### src/rtl/table_symbol_ctrl_pkg.sv
// Shared types and helpers for the symbol-table controller.
// Holds the FSM state encoding and the address-width derivation.
package table_symbol_ctrl_pkg;

    typedef enum logic [1:0] {
        StIdle  = 2'd0,
        StLoad  = 2'd1,
        StServe = 2'd2
    } state_e;

    // A one-entry table still needs a one-bit address.
    function automatic int unsigned addr_width(input int unsigned depth);
        return (depth > 1) ? $clog2(depth) : 1;
    endfunction

endpackage

### src/rtl/rsp_skid_buf.sv
// Two-entry response FIFO with valid/ready on both sides.
// When empty, an incoming entry is presented on the output in the same cycle.
module rsp_skid_buf #(
    parameter int unsigned WIDTH = 33
) (
    input  logic             clk,
    input  logic             rst,
    input  logic             in_valid_i,
    output logic             in_ready_o,
    input  logic [WIDTH-1:0] in_data_i,
    output logic             out_valid_o,
    input  logic             out_ready_i,
    output logic [WIDTH-1:0] out_data_o,
    output logic [1:0]       count_o
);

    logic [WIDTH-1:0] mem_q [2];
    logic [WIDTH-1:0] mem_d [2];
    logic             rd_ptr_q, rd_ptr_d;
    logic             wr_ptr_q, wr_ptr_d;
    logic [1:0]       count_q, count_d;
    logic             empty, push, pop, store, drain;

    always_comb begin
        empty       = (count_q == 2'd0);
        in_ready_o  = (count_q != 2'd2);
        out_valid_o = !empty || in_valid_i;
        out_data_o  = empty ? in_data_i : mem_q[rd_ptr_q];
        push        = in_valid_i && in_ready_o;
        pop         = out_valid_o && out_ready_i;
        // Bypassed entries are consumed directly and never stored.
        store       = push && !(empty && pop);
        drain       = pop && !empty;
        mem_d       = mem_q;
        wr_ptr_d    = wr_ptr_q;
        rd_ptr_d    = rd_ptr_q;
        count_d     = count_q;
        if (store) begin
            mem_d[wr_ptr_q] = in_data_i;
            wr_ptr_d        = !wr_ptr_q;
        end
        if (drain) begin
            rd_ptr_d = !rd_ptr_q;
        end
        case ({store, drain})
            2'b10:   count_d = count_q + 2'd1;
            2'b01:   count_d = count_q - 2'd1;
            default: count_d = count_q;
        endcase
        count_o = count_q;
    end

    always_ff @(posedge clk) begin
        if (rst) begin
            rd_ptr_q <= 1'b0;
            wr_ptr_q <= 1'b0;
            count_q  <= 2'd0;
        end else begin
            rd_ptr_q <= rd_ptr_d;
            wr_ptr_q <= wr_ptr_d;
            count_q  <= count_d;
        end
    end

    always_ff @(posedge clk) begin
        mem_q <= mem_d;
    end

endmodule

### src/rtl/table_symbol_ctrl.sv
// Loads symbols into an external table RAM, then serves ordered read requests from it.
// Reads return one cycle after the request through a two-entry response buffer.
module table_symbol_ctrl
    import table_symbol_ctrl_pkg::*;
#(
    parameter int unsigned DEPTH  = 32,
    parameter int unsigned WIDTH  = 32,
    localparam int unsigned ADDR_W = addr_width(DEPTH)
) (
    input  logic              clk,
    input  logic              rst,
    input  logic              ld_valid,
    output logic              ld_ready,
    input  logic [WIDTH-1:0]  ld_data,
    input  logic              ld_last,
    input  logic              rd_req_valid,
    output logic              rd_req_ready,
    input  logic [ADDR_W-1:0] rd_req_addr,
    output logic              rd_rsp_valid,
    input  logic              rd_rsp_ready,
    output logic [WIDTH-1:0]  rd_rsp_data,
    output logic              rd_rsp_err,
    output logic              tbl_we,
    output logic [ADDR_W-1:0] tbl_addr,
    output logic [WIDTH-1:0]  tbl_din,
    input  logic [WIDTH-1:0]  tbl_dout,
    output logic              loaded,
    output logic [ADDR_W:0]   sym_count
);

    state_e            state_q, state_d;
    logic [ADDR_W-1:0] ld_addr_q, ld_addr_d;
    logic [ADDR_W:0]   sym_count_q, sym_count_d;
    logic [ADDR_W-1:0] tbl_addr_q, tbl_addr_d;
    logic              inflight_q, inflight_d;
    logic              inflight_err_q, inflight_err_d;

    logic              ld_ready_st, ld_fire, rd_fire, reload_pending, pipe_empty, beat_end;
    logic [ADDR_W-1:0] beat_addr;
    logic [2:0]        pipe_sum;
    logic [1:0]        buf_count;
    logic              buf_in_valid, buf_in_ready, buf_out_valid, buf_out_ready;
    logic [WIDTH:0]    buf_in_data, buf_out_data;

    always_comb begin
        state_d        = state_q;
        ld_addr_d      = ld_addr_q;
        sym_count_d    = sym_count_q;
        tbl_addr_d     = tbl_addr_q;
        inflight_d     = 1'b0;
        inflight_err_d = 1'b0;

        pipe_empty     = (buf_count == 2'd0) && !inflight_q;
        pipe_sum       = {1'b0, buf_count} + {2'b00, inflight_q};
        reload_pending = (state_q == StServe) && ld_valid;

        unique case (state_q)
            StIdle:  ld_ready_st = 1'b1;
            StLoad:  ld_ready_st = 1'b1;
            StServe: ld_ready_st = pipe_empty;
            default: ld_ready_st = 1'b0;
        endcase

        ld_ready     = !rst && ld_ready_st;
        rd_req_ready = !rst && (state_q == StServe) && (pipe_sum < 3'd2) && !reload_pending;
        ld_fire      = ld_valid && ld_ready;
        rd_fire      = rd_req_valid && rd_req_ready;

        // Only a beat inside an ongoing load continues the address; anything else restarts at 0.
        beat_addr = (state_q == StLoad) ? ld_addr_q : '0;
        beat_end  = ld_last || (beat_addr == ADDR_W'(DEPTH - 1));

        if (ld_fire) begin
            tbl_addr_d = beat_addr;
            if (beat_end) begin
                state_d     = StServe;
                sym_count_d = {1'b0, beat_addr} + (ADDR_W + 1)'(1);
                ld_addr_d   = '0;
            end else begin
                state_d     = StLoad;
                sym_count_d = '0;
                ld_addr_d   = beat_addr + ADDR_W'(1);
            end
        end else if (rd_fire) begin
            tbl_addr_d     = rd_req_addr;
            inflight_d     = 1'b1;
            inflight_err_d = ({1'b0, rd_req_addr} >= sym_count_q);
        end

        tbl_we   = ld_fire;
        tbl_din  = ld_data;
        tbl_addr = rst ? '0 : tbl_addr_d;

        buf_in_valid  = inflight_q && !rst;
        buf_in_data   = {inflight_err_q, inflight_err_q ? {WIDTH{1'b0}} : tbl_dout};
        buf_out_ready = rd_rsp_ready && !rst;

        rd_rsp_valid = !rst && buf_out_valid;
        rd_rsp_data  = rst ? '0 : buf_out_data[WIDTH-1:0];
        rd_rsp_err   = !rst && buf_out_data[WIDTH];
        loaded       = !rst && (state_q == StServe);
        sym_count    = rst ? '0 : sym_count_q;
    end

    always_ff @(posedge clk) begin
        if (rst) begin
            state_q        <= StIdle;
            ld_addr_q      <= '0;
            sym_count_q    <= '0;
            tbl_addr_q     <= '0;
            inflight_q     <= 1'b0;
            inflight_err_q <= 1'b0;
        end else begin
            state_q        <= state_d;
            ld_addr_q      <= ld_addr_d;
            sym_count_q    <= sym_count_d;
            tbl_addr_q     <= tbl_addr_d;
            inflight_q     <= inflight_d;
            inflight_err_q <= inflight_err_d;
        end
    end

    rsp_skid_buf #(
        .WIDTH(WIDTH + 1)
    ) u_rsp_buf (
        .clk        (clk),
        .rst        (rst),
        .in_valid_i (buf_in_valid),
        .in_ready_o (buf_in_ready),
        .in_data_i  (buf_in_data),
        .out_valid_o(buf_out_valid),
        .out_ready_i(buf_out_ready),
        .out_data_o (buf_out_data),
        .count_o    (buf_count)
    );

    // Occupancy accounting in rd_req_ready guarantees the buffer never refuses an entry.
    logic unused_buf_in_ready;
    assign unused_buf_in_ready = buf_in_ready;

endmodule

### config.mk
export PLATFORM = sky130hd
export DESIGN_NAME = table_symbol_ctrl
export DESIGN_NICKNAME = d
export VERILOG_FILES = /design/src/rtl/table_symbol_ctrl_pkg.sv /design/src/rtl/rsp_skid_buf.sv /design/src/rtl/table_symbol_ctrl.sv
export SDC_FILE = /design/constraint.sdc
export NUM_CORES = 1
export LEC_CHECK = 0
export CORE_MARGIN = 2
export CORE_UTILIZATION = 50
export CTS_CLUSTER_DIAMETER = 40
export DETAILED_ROUTE_END_ITERATION = 7
export PLACE_DENSITY = 0.87
export SLEW_MARGIN = 10
export SYNTH_ARGS = -nofsm -noshare
export SYNTH_HDL_FRONTEND = slang
export SYNTH_HIERARCHICAL = 1
export SYNTH_SLANG_ARGS = --single-unit
### constraint.sdc
create_clock -name clk -period 9.4 [get_ports clk]
set_input_delay 1.88 -clock clk [delete_from_list [all_inputs] [get_ports clk]]
set_output_delay 1.88 -clock clk [all_outputs]
set_load 0.01 [all_outputs]
# Word level (Yosys, flattened, before mapping)
# Index checks and enable logic that the tools add are counted.
# word_totals
register_bits	90
inputBits	75
output_inout_bits	81
elab_cells	83
# op_classes
n_addsub	5
n_lt_le_gt_ge	5
n_eq_ne	6
muxes	20
bitwise_logic	3
reduce_logical	33
# op_table
cell	n
33-bit 2-to-1 mux	5
66-bit bitwise mux	1
32-bit 2-to-1 mux	2
33-bit demux with 1-bit select	1
5-bit 2-to-1 mux	5
1-bit logical AND	18
6-bit 2-to-1 mux	2
1-bit zero test	7
5-bit by 1-bit adder with 6-bit output (second input constant)	1
5-bit by 6-bit >= comparator with 1-bit output	1
5-bit by 1-bit adder with 5-bit output (second input constant)	1
5-bit == test (second input constant)	1
2-bit by 1-bit == test with 1-bit output (second input constant)	2
2-bit == test (second input constant)	2
2-bit >= comparator (second input constant)	2
2-bit zero test	2
1-bit NOT with 2-bit output	2
2-bit case mux with 2 select lines	1
2-bit OR reduction	2
2-bit by 1-bit adder with 3-bit output	1
3-bit by 2-bit < comparator with 1-bit output (second input constant)	1
3-bit OR reduction	1
2-bit by 1-bit adder with 2-bit output (second input constant)	1
1-bit logical OR	2
8 further kinds	8

# Logic depth before layout (Yosys ltp)
# Gate-level depths: netlist of run 1.
# logic_depth
ltp_word	9
depth_mapped	10
depth_no_buf	10

# By module
# The synthesis of run 1 kept the hierarchy.
# modules_own_cells
module	n_inst	cells_per_inst	area_each_um2	seq_area_each_um2
rsp_skid_buf	1	202	2865.2	2062.0
table_symbol_ctrl	1	232	1760.4	400.4

# Worst setup path before layout of run 1
# OpenSTA, ideal clock, no wires.
# synth_timing
kind	input to output
startpoint	in rst
endpoint	out tbl_addr[0]
t_arrival_ns	3.183
t_required_ns	7.520
slack_ns	4.337
stages	4
n_path_buf	0
path_cell_list	nor3b_1 > nand3_2 > mux2i_1 > a211oi_1
# synth_between
elab_chain_len	8
word_cells_on_any_way	10
classes_between	3 x mux; 7 x reduce/logical
# synth_lines
element	line	source
from (decl)	table_symbol_ctrl.sv:11	input logic rst,
1-bit zero test	table_symbol_ctrl.sv:64, table_symbol_ctrl.sv:65	
1-bit logical AND (3 in a row)	table_symbol_ctrl.sv:65	rd_req_ready = !rst && (state_q == StServe) && (pipe_sum < 3'd2) && !reload_pending;
1-bit logical AND	table_symbol_ctrl.sv:67	rd_fire = rd_req_valid && rd_req_ready;
5-bit 2-to-1 mux	table_symbol_ctrl.sv:84	end else if (rd_fire) begin
5-bit 2-to-1 mux	table_symbol_ctrl.sv:73	if (ld_fire) begin
5-bit 2-to-1 mux (*)	--	
to (decl)	table_symbol_ctrl.sv:24	output logic [ADDR_W-1:0] tbl_addr,
# Mark *: on every way between the ends. The rest lies on a longest branch, timed or not.

# Final worst setup path of run 1
# layout_timing
startpoint	in rst
endpoint	out tbl_addr[1]
# Same word-level chain as after synthesis.

==> flow_metrics.tcl, run 1 <==
set metrics [dict create \
    status "complete, no violations" \
    maxCapViolations 0 \
    drcViolationCount 0 \
    cts.clk_slew.worst_paths_ps 90 \
    hold_path_depth 1 \
    peakVddDrop_mv 0.0843 \
    regToRegEndpoint "sym_count_q[5]$_SDFFE_PP0P_" \
    rrSetupSlack_ps 6960 \
    globalRoute.totalOverflow 0 \
    globalRouteTotalUtil_pct 19.6 \
    antenna_cells 0 \
    via_per_inst 5.29 \
    die_h_um 100 \
    ios 156 \
    utilization_pct 61.3 \
    dr.first_iter.drc_count 113 \
    clock_tree.root_cell "clkbuf_8" \
    place_ws_ps 3350 \
    place_area_mm2 0.00536 \
    core_area_mm2 0.00911 \
    htreeDepth 3 \
    die_area_mm2 0.0100 \
    postCtsHoldBufs 0 \
    max_freq_mhz 165 \
    clock_skew_after_layout_ps 10.8 \
    ant_nets 0 \
    wirelength_um 9510 \
    r2r_start "state_q[0]$_SDFFE_PP0P_" \
    grt_first_pass_wirelength_um 15600 \
    grt_start_max_net_pins 68 \
    power_per_cell_area_mw_per_mm2 146 \
    cell_area_synth_mm2 0.00462 \
    critical_path_required_ps 7520 \
    timing.critical_path.from_type "input port" \
    timing_worst_setup_path_type "input port to output pin" \
    placement.io_buffers 91 \
    worst_reg_to_reg_path_cell_count 10 \
    drive_above_1_share_pct 5.74 \
    slew-limit-headroom_pct 19.8 \
    timing_max_transition_violations_final 0 \
    setup-tns-final_ps 0 \
    grt_antenna_before_repair 0 \
    synthCells 433 \
    area_growth_pct 20.8 \
    clk_path_buf_depth 2 \
    place_inst 583 \
    post_synth.cell_area_avg_um2 10.7 \
    final_area_mm2 0.00558 \
    timing_worst_slew_pin_value_ps 1200 \
    finalNonFillerCells 599 \
    timing.hold.worst.class "register to register" \
    route.vias.total 3167 \
    critical_path.endpoint_type "output pin" \
    timing.hold.ws_ps 448 \
    report.power.total_mw 0.816 \
    numCtsBuffers 9 \
    postSynthNetCount 516 \
    hold_viol_final 0 \
    dp.final_hpwl_um 6180 \
    synth-warning-count 6 \
    worst_slack_ps 3340 \
    min_period_ps 6060 \
    power.static_leakage_nw 1.91 \
    detailed_routing_iterations_pass_1 4 \
    finalSetupViolCount 0 \
    critical_path_peak_fanout 67 \
    finalNetCount 566 \
    insertion_delay_ps 360 \
    cp.arrival_ps 4180 \
    ctsResizeCount 0 \
    via_count_of_the_first_global_routing_pass 3245 \
    final.period_utilization_pct 64.5 \
    floorplan.initialDensity_pct 50.7 \
    rsz0062_at_grt "no" \
    cts_post_setup_buffers_inserted 0 \
    end_of_the_worst_hold_path "inflight_err_q$_SDFF_PP0_" \
    wl_per_cell_um 15.9 \
    gp_congestion 0.885 \
    cts_sinks 90 \
    cts_tree "done" \
    min-delay-start "sym_count_q[5]$_SDFFE_PP0P_" \
    die_width_um 100 \
    floorplan.rows 35 \
]
placed cells by master, fill, tap and decap left out, types with 3 or more instances in the layout:
| cell | count |
|---|---|
| nand3_1 | 8 |
| nand2_1 | 13 |
| a211oi_1 | 7 |
| dfxtp_1 | 23 |
| and2_1 | 4 |
| edfxtp_1 | 66 |
| nor2_1 | 48 |
| nand3b_1 | 4 |
| ha_1 | 8 |
| inv_1 | 8 |
| xor2_1 | 4 |
| mux2i_1 | 38 |
| a21oi_1 | 44 |
| or3_1 | 3 |
| clkdlybuf4s50_1 | 90 |
| clkbuf_8 | 9 |
| nor2b_1 | 74 |
routing by layer:
layer | GRT usage (%) | vias to the layer above | share of wire (%)
li1 | - | 1564 | -
met1 | 25.0 | 1487 | 44
met2 | 32.5 | 101 | 49
met3 | 5.29 | 15 | 5.7
met4 | 6.32 | 0 | 1.5
met5 | 0 | - | 0
area by class of cell:
type | count | area [um^2]
fill | 715 | 3530
sequential | 90 | 2460
multi-input combinational | 280 | 1800
timing repair buffer | 93 | 921
tap | 111 | 139
clock buffer | 9 | 124
clock inverter | 7 | 98.8
inverter | 9 | 33.8
state kept, by name, indices dropped and copies added (netlist names):
signal	count
inflight_q	1
u_rsp_buf/mem_q	66
state_q	2
u_rsp_buf/wr_ptr_q	1
tbl_addr_q	5
u_rsp_buf/count_o	2
ld_addr_q	5
sym_count_q	6
inflight_err_q	1
u_rsp_buf/rd_ptr_q	1
worst max-delay path, stage by stage:
cell	delay, ps
buf_2	90
buf_4	320
nor3b_1	440
nand3_2	300
mux2i_1	190
a211oi_1	330
clkdlybuf4s50_1	610
power by group:
group | internal, mW | total [mW] | switching, mW | leakage [nW]
clock | 0.152 | 0.290 | 0.139 | 0.110
sequential | 0.429 | 0.432 | 0.00287 | 0.787
combinational | 0.0517 | 0.0934 | 0.0418 | 1.01
total | 0.632 | 0.816 | 0.183 | 1.91
worst max path at each step:
stage / start / to / slack [ps] / cells after the start
CTS: rst / tbl_addr[1] / 3330 / 7
global route: rst / tbl_addr[1] / 3150 / 7
floorplan: rst / tbl_addr[0] / 4340 / 4
global placement: rst / tbl_addr[2] / 3480 / 7
detailed placement: rst / tbl_addr[1] / 3350 / 7
finish: rst / tbl_addr[1] / 3340 / 7
Power figures use the tool's default switching activity.
==> inputs of run 2 (changes only) <==
Settings changed: CORE_UTILIZATION 50 to 46, PLACE_DENSITY 0.87 to 0.81.
Clock period 9.4 ns to 6.25 ns, I/O delays scaled along.
==> run 2 against run 1 <==
Net effect:
- routed wire length is 0.53% higher
- register-to-register slack worse by 3200 ps
- setup slack got worse by 1800 ps
- die area is 8.3% higher
- total power up 40%
- global-route usage down 1.5 points
- sequential cell count unchanged
- sequential power grew 50%
- non-clock buffer count did not move
==> flow_metrics.tcl, run 2 (same netlist as run 1, synthesis figures left out) <==
set metrics [dict create \
    status "complete, no violations" \
    ios 156 \
    insertion_delay_ps 360 \
    min-delay-start "sym_count_q[5]$_SDFFE_PP0P_" \
    most-common-layout-cells "90 x clkdlybuf4s50_1, 74 x nor2b_1, 66 x edfxtp_1, 48 x nor2_1, 44 x a21oi_1" \
    detailed_routing_iterations_pass_1 4 \
    crit_path_top_delay_cell "clkdlybuf4s50_1" \
    gp_congestion 0.855 \
    clock_skew_after_layout_ps 11.8 \
    nFillCells 840 \
    mostFrequentLayoutCell "clkdlybuf4s50_1" \
    dp.final_hpwl_um 6260 \
    setup-tns-final_ps 0 \
    timing.hold.worst.class "register to register" \
    worstPathCellList "clkdlybuf4s50_1, a211oi_1, nand3_2, mux2i_1, a211oi_1, clkdlybuf4s50_1" \
    wl_per_cell_um 15.4 \
    critical_path_peak_fanout 7 \
    via_count_of_the_first_global_routing_pass 3309 \
    finalNetCount 566 \
    critical_path.endpoint_type "output pin" \
    r2r_start "state_q[0]$_SDFFE_PP0P_" \
    die_width_um 104 \
    cts_post_setup_buffers_inserted 0 \
    crit_start "ld_valid" \
    wirelength_um 9560 \
    reg_top3 "u_rsp_buf/mem_q x66, sym_count_q x6" \
    finalSetupViolCount 0 \
    ant_nets 0 \
    registers.top_by_ff_count "u_rsp_buf/mem_q" \
    rsz0062_at_grt "no" \
    report.power.total_mw 1.14 \
    grt_first_pass_wirelength_um 15900 \
    power_per_cell_area_mw_per_mm2 206 \
    power.static_leakage_nw 1.88 \
    drcViolationCount 0 \
    core_area_mm2 0.00977 \
    area_growth_pct 20.3 \
    floorplan.rows 36 \
    die_h_um 104 \
    cts_tree "done" \
    route.vias.total 3212 \
    max_freq_mhz 213 \
    timing_worst_setup_path_type "input port to output pin" \
    cts_sinks 90 \
    critPathMaxStageDelay_ps 600 \
    numCtsBuffers 9 \
    grt_antenna_before_repair 0 \
    timing_max_transition_violations_final 0 \
    timing.critical_path.from_type "input port" \
    ctsResizeCount 0 \
    utilization_pct 56.9 \
    grt_start_max_net_pins 67 \
    htreeDepth 3 \
    critical_path_required_ps 5000 \
    worst_slack_ps 1550 \
    floorplan.initialDensity_pct 47.3 \
    postCtsHoldBufs 0 \
    min_period_ps 4700 \
    hold_viol_final 0 \
    slew-limit-headroom_pct 23.6 \
    largest_register_ffs 66 \
    place_ws_ps 1580 \
    multi_input_area_mm2 0.00180 \
    clk_path_buf_depth 2 \
    final-seq-area_mm2 0.00246 \
    antenna_cells 0 \
    via_per_inst 5.17 \
    timing.hold.ws_ps 441 \
    cts.clk_slew.worst_paths_ps 90 \
    maxCapViolations 0 \
    peakVddDrop_mv 0.140 \
    placement.io_buffers 91 \
    globalRoute.totalOverflow 0 \
    final.period_utilization_pct 75.2 \
    drive_above_1_share_pct 5.33 \
    globalRouteTotalUtil_pct 18.1 \
    die_area_mm2 0.0109 \
    dr.first_iter.drc_count 149 \
    clock_tree.root_cell "clkbuf_8" \
    timing_worst_slew_pin_value_ps 1150 \
    cp.arrival_ps 3450 \
]
## run 2: cell types whose count changed in the layout (fill, tap and decap cells not counted)
| cell | previous run | this run |
|---|---|---|
| clkinv_2 | 1 | 0 |
| bufinv_16 | 2 | 0 |
| clkinvlp_4 | 1 | 3 |
| inv_6 | 2 | 1 |
| clkbuf_1 | 0 | 2 |
## run 2: area by class of cell
class,instances,share of cell area (%)
clock inverter,5,0.720
clock buffer,11,2.36
inverter,9,0.608
sequential,90,44.3
tap,133,2.99
timing repair buffer,93,16.6
multi-input combinational,280,32.4
## run 2: through the flow
| stage | area (um^2) | cells |
|---|---|---|
| 2_1_floorplan | 4620 | 433 |
| 3_3_place_gp | 5390 | 605 |
| 3_5_place_dp | 5390 | 605 |
| 4_1_cts | 5560 | 621 |
| 5_1_grt | 5560 | 621 |
| 6_report | 5560 | 621 |
## run 2: routing by layer
layer	wire [um]	track usage [%]
met4	200	7.24
met3	657	5.26
met1	4110	22.7
met5	0	0
met2	4590	29.4
## run 2: worst max-delay path, delay by kind of cell
kind	cells	cell delay (ps)
AO/OA/AOI/OAI	2	690
buffers and inverters	2	1040
multiplexers	1	190
AND/OR/NAND/NOR	1	280
## run 2: power breakdown
group          leakage [nW]  internal, mW  switching (mW)  total [mW]
combinational          1.01        0.0776          0.0620       0.140
clock                0.0762         0.147           0.207       0.354
sequential            0.787         0.645         0.00418       0.649
total                  1.88         0.870           0.273        1.14
## run 2: path summary, 6_finish.rpt
| kind | to | slack (ps) | cells past startpoint |
|---|---|---|---|
| hold / removal | inflight_err_q$_SDFF_PP0_ | 440 | 1 |
| setup reg to reg | sym_count_q[5]$_SDFFE_PP0P_ | 3740 | 10 |
| hold reg to reg | inflight_err_q$_SDFF_PP0_ | 440 | 1 |
| setup / recovery | tbl_addr[3] | 1550 | 6 |
==> inputs of run 3 (changes only) <==
Clock period 6.25 ns to 4.58 ns, I/O delays scaled along.
==> run 3 against run 2 <==
Net effect:
- sequential share of layout area down 0.060 points
- clock skew up 1.3 ps
- utilization up 0.077 points
- sequential cell count unchanged
- die area unchanged
- setup slack worse by 950 ps
- final cell count unchanged
- via count down 0.50%
- clock-buffer cell count down 2
- non-clock buffer count unchanged
- global-route usage down 0.68 points
- sequential power up 37%
- critical endpoint is now tbl_addr[2]
- largest cell class unchanged
- largest power group unchanged
==> flow_metrics.tcl, run 3 (same netlist as run 1, synthesis figures left out) <==
set metrics [dict create \
    status "complete, no violations" \
    min_period_ps 3980 \
    area_growth_pct 20.5 \
    core_area_mm2 0.00977 \
    critical_path_buf_inv_count 2 \
    clk_path_buf_depth 2 \
    cts.clk_slew.worst_paths_ps 90 \
    maxCapViolations 0 \
    gp_congestion 0.846 \
    timing_worst_slew_pin_value_ps 1080 \
    floorplan.initialDensity_pct 47.3 \
    globalRouteTotalUtil_pct 17.4 \
    most-common-layout-cells "90 x clkdlybuf4s50_1, 74 x nor2b_1, 66 x edfxtp_1, 48 x nor2_1, 44 x a21oi_1" \
    antenna_cells 0 \
    via_per_inst 5.15 \
    drcViolationCount 0 \
    numCtsBuffers 9 \
    timing.critical_path.from_type "input port" \
    ant_nets 0 \
    globalRoute.totalOverflow 0 \
    cts_post_setup_buffers_inserted 0 \
    report.power.total_mw 1.57 \
    timing.hold.worst.class "register to register" \
    setup-tns-final_ps 0 \
    largest_register_ffs 66 \
    ios 156 \
    cts_sinks 90 \
    place_area_mm2 0.00539 \
    dr.first_iter.drc_count 183 \
    worst_slack_ps 602 \
    die_area_mm2 0.0109 \
    timing_worst_setup_path_type "input port to output pin" \
    critical_path.endpoint_type "output pin" \
    final.period_utilization_pct 86.9 \
    route.vias.total 3196 \
    worstPathCellList "clkdlybuf4s50_1, a211oi_1, nand3_2, mux2i_1, a211oi_1, clkdlybuf4s50_1" \
    htreeDepth 3 \
    clock_skew_after_layout_ps 13.1 \
    mostFrequentLayoutCell "clkdlybuf4s50_1" \
    detailed_routing_iterations_pass_1 4 \
    place_inst 605 \
    nFillCells 807 \
    power_per_cell_area_mw_per_mm2 282 \
    insertion_delay_ps 350 \
    slew-limit-headroom_pct 28.2 \
    ctsResizeCount 0 \
    place_ws_ps 591 \
    placement.io_buffers 91 \
    finalSetupViolCount 0 \
    path_delay_family "buffers and inverters" \
    die_width_um 104 \
    clock_tree.root_cell "clkbuf_8" \
    hold_viol_final 0 \
    reg_top3 "u_rsp_buf/mem_q x66, sym_count_q x6" \
    timing_max_transition_violations_final 0 \
    grt_first_pass_wirelength_um 15400 \
    finalNetCount 566 \
    grt_antenna_before_repair 0 \
    final_area_mm2 0.00557 \
    dp.final_hpwl_um 6030 \
    postCtsHoldBufs 0 \
    grt_start_max_net_pins 67 \
    via_count_of_the_first_global_routing_pass 3253 \
    die_h_um 104 \
    registers.top_by_ff_count "u_rsp_buf/mem_q" \
    finalNonFillerCells 621 \
    critical_path_peak_fanout 7 \
    cp.arrival_ps 3060 \
    crit_path_top_delay_cell "clkdlybuf4s50_1" \
    peakVddDrop_mv 0.151 \
    critPathMaxStageDelay_ps 600 \
    rsz0062_at_grt "no" \
    drive_above_1_share_pct 5.53 \
    max_freq_mhz 251 \
    power.static_leakage_nw 1.89 \
    wirelength_um 9360 \
    critical_path_required_ps 3660 \
    cts_tree "done" \
    floorplan.rows 36 \
    wl_per_cell_um 15.1 \
]
-- run 3: changes by cell type in the layout (fill, tap and decap cells not counted), sizes merged --
cell,change
clkinv,+1
inv,+2
clkinvlp,-1
clkbuf,-2
-- run 3: power breakdown --
group          internal [mW]  total (mW)  switching [mW]
sequential             0.881       0.886         0.00540
clock                  0.202       0.494           0.292
combinational          0.106       0.190          0.0840
total                   1.19        1.57           0.381
-- run 3: cell type report --
cell class / count / area [um^2] / area share, %
timing repair buffer: 93 / 921 / 16.5
tap: 133 / 166 / 2.99
sequential: 90 / 2460 / 44.3
multi-input combinational: 280 / 1800 / 32.4
clock inverter: 7 / 52.6 / 0.944
clock buffer: 9 / 124 / 2.23
inverter: 9 / 33.8 / 0.607
-- run 3: worst paths after layout --
path	start	end	slack, ps	depth (start not counted)
max	ld_valid	tbl_addr[2]	600	6
min	sym_count_q[5]$_SDFFE_PP0P_	inflight_err_q$_SDFF_PP0_	420	1
max reg2reg	state_q[0]$_SDFFE_PP0P_	sym_count_q[5]$_SDFFE_PP0P_	2020	10
min reg2reg	sym_count_q[5]$_SDFFE_PP0P_	inflight_err_q$_SDFF_PP0_	420	1
-- run 3: routing by layer --
layer | global-route usage [%] | share of wire, %
met3 | 6.20 | 7.3
met5 | 0 | 0
met1 | 22.5 | 45
met4 | 6.47 | 0.91
met2 | 26.9 | 47
-- run 3: metrics by stage --
step | hold slack (ps) | utilization [%]
floorplan | 392 | -
global placement | 415 | 55.1
detailed placement | 410 | 55.1
CTS | 424 | 56.9
global route | 447 | 56.9
finish | 424 | 56.9
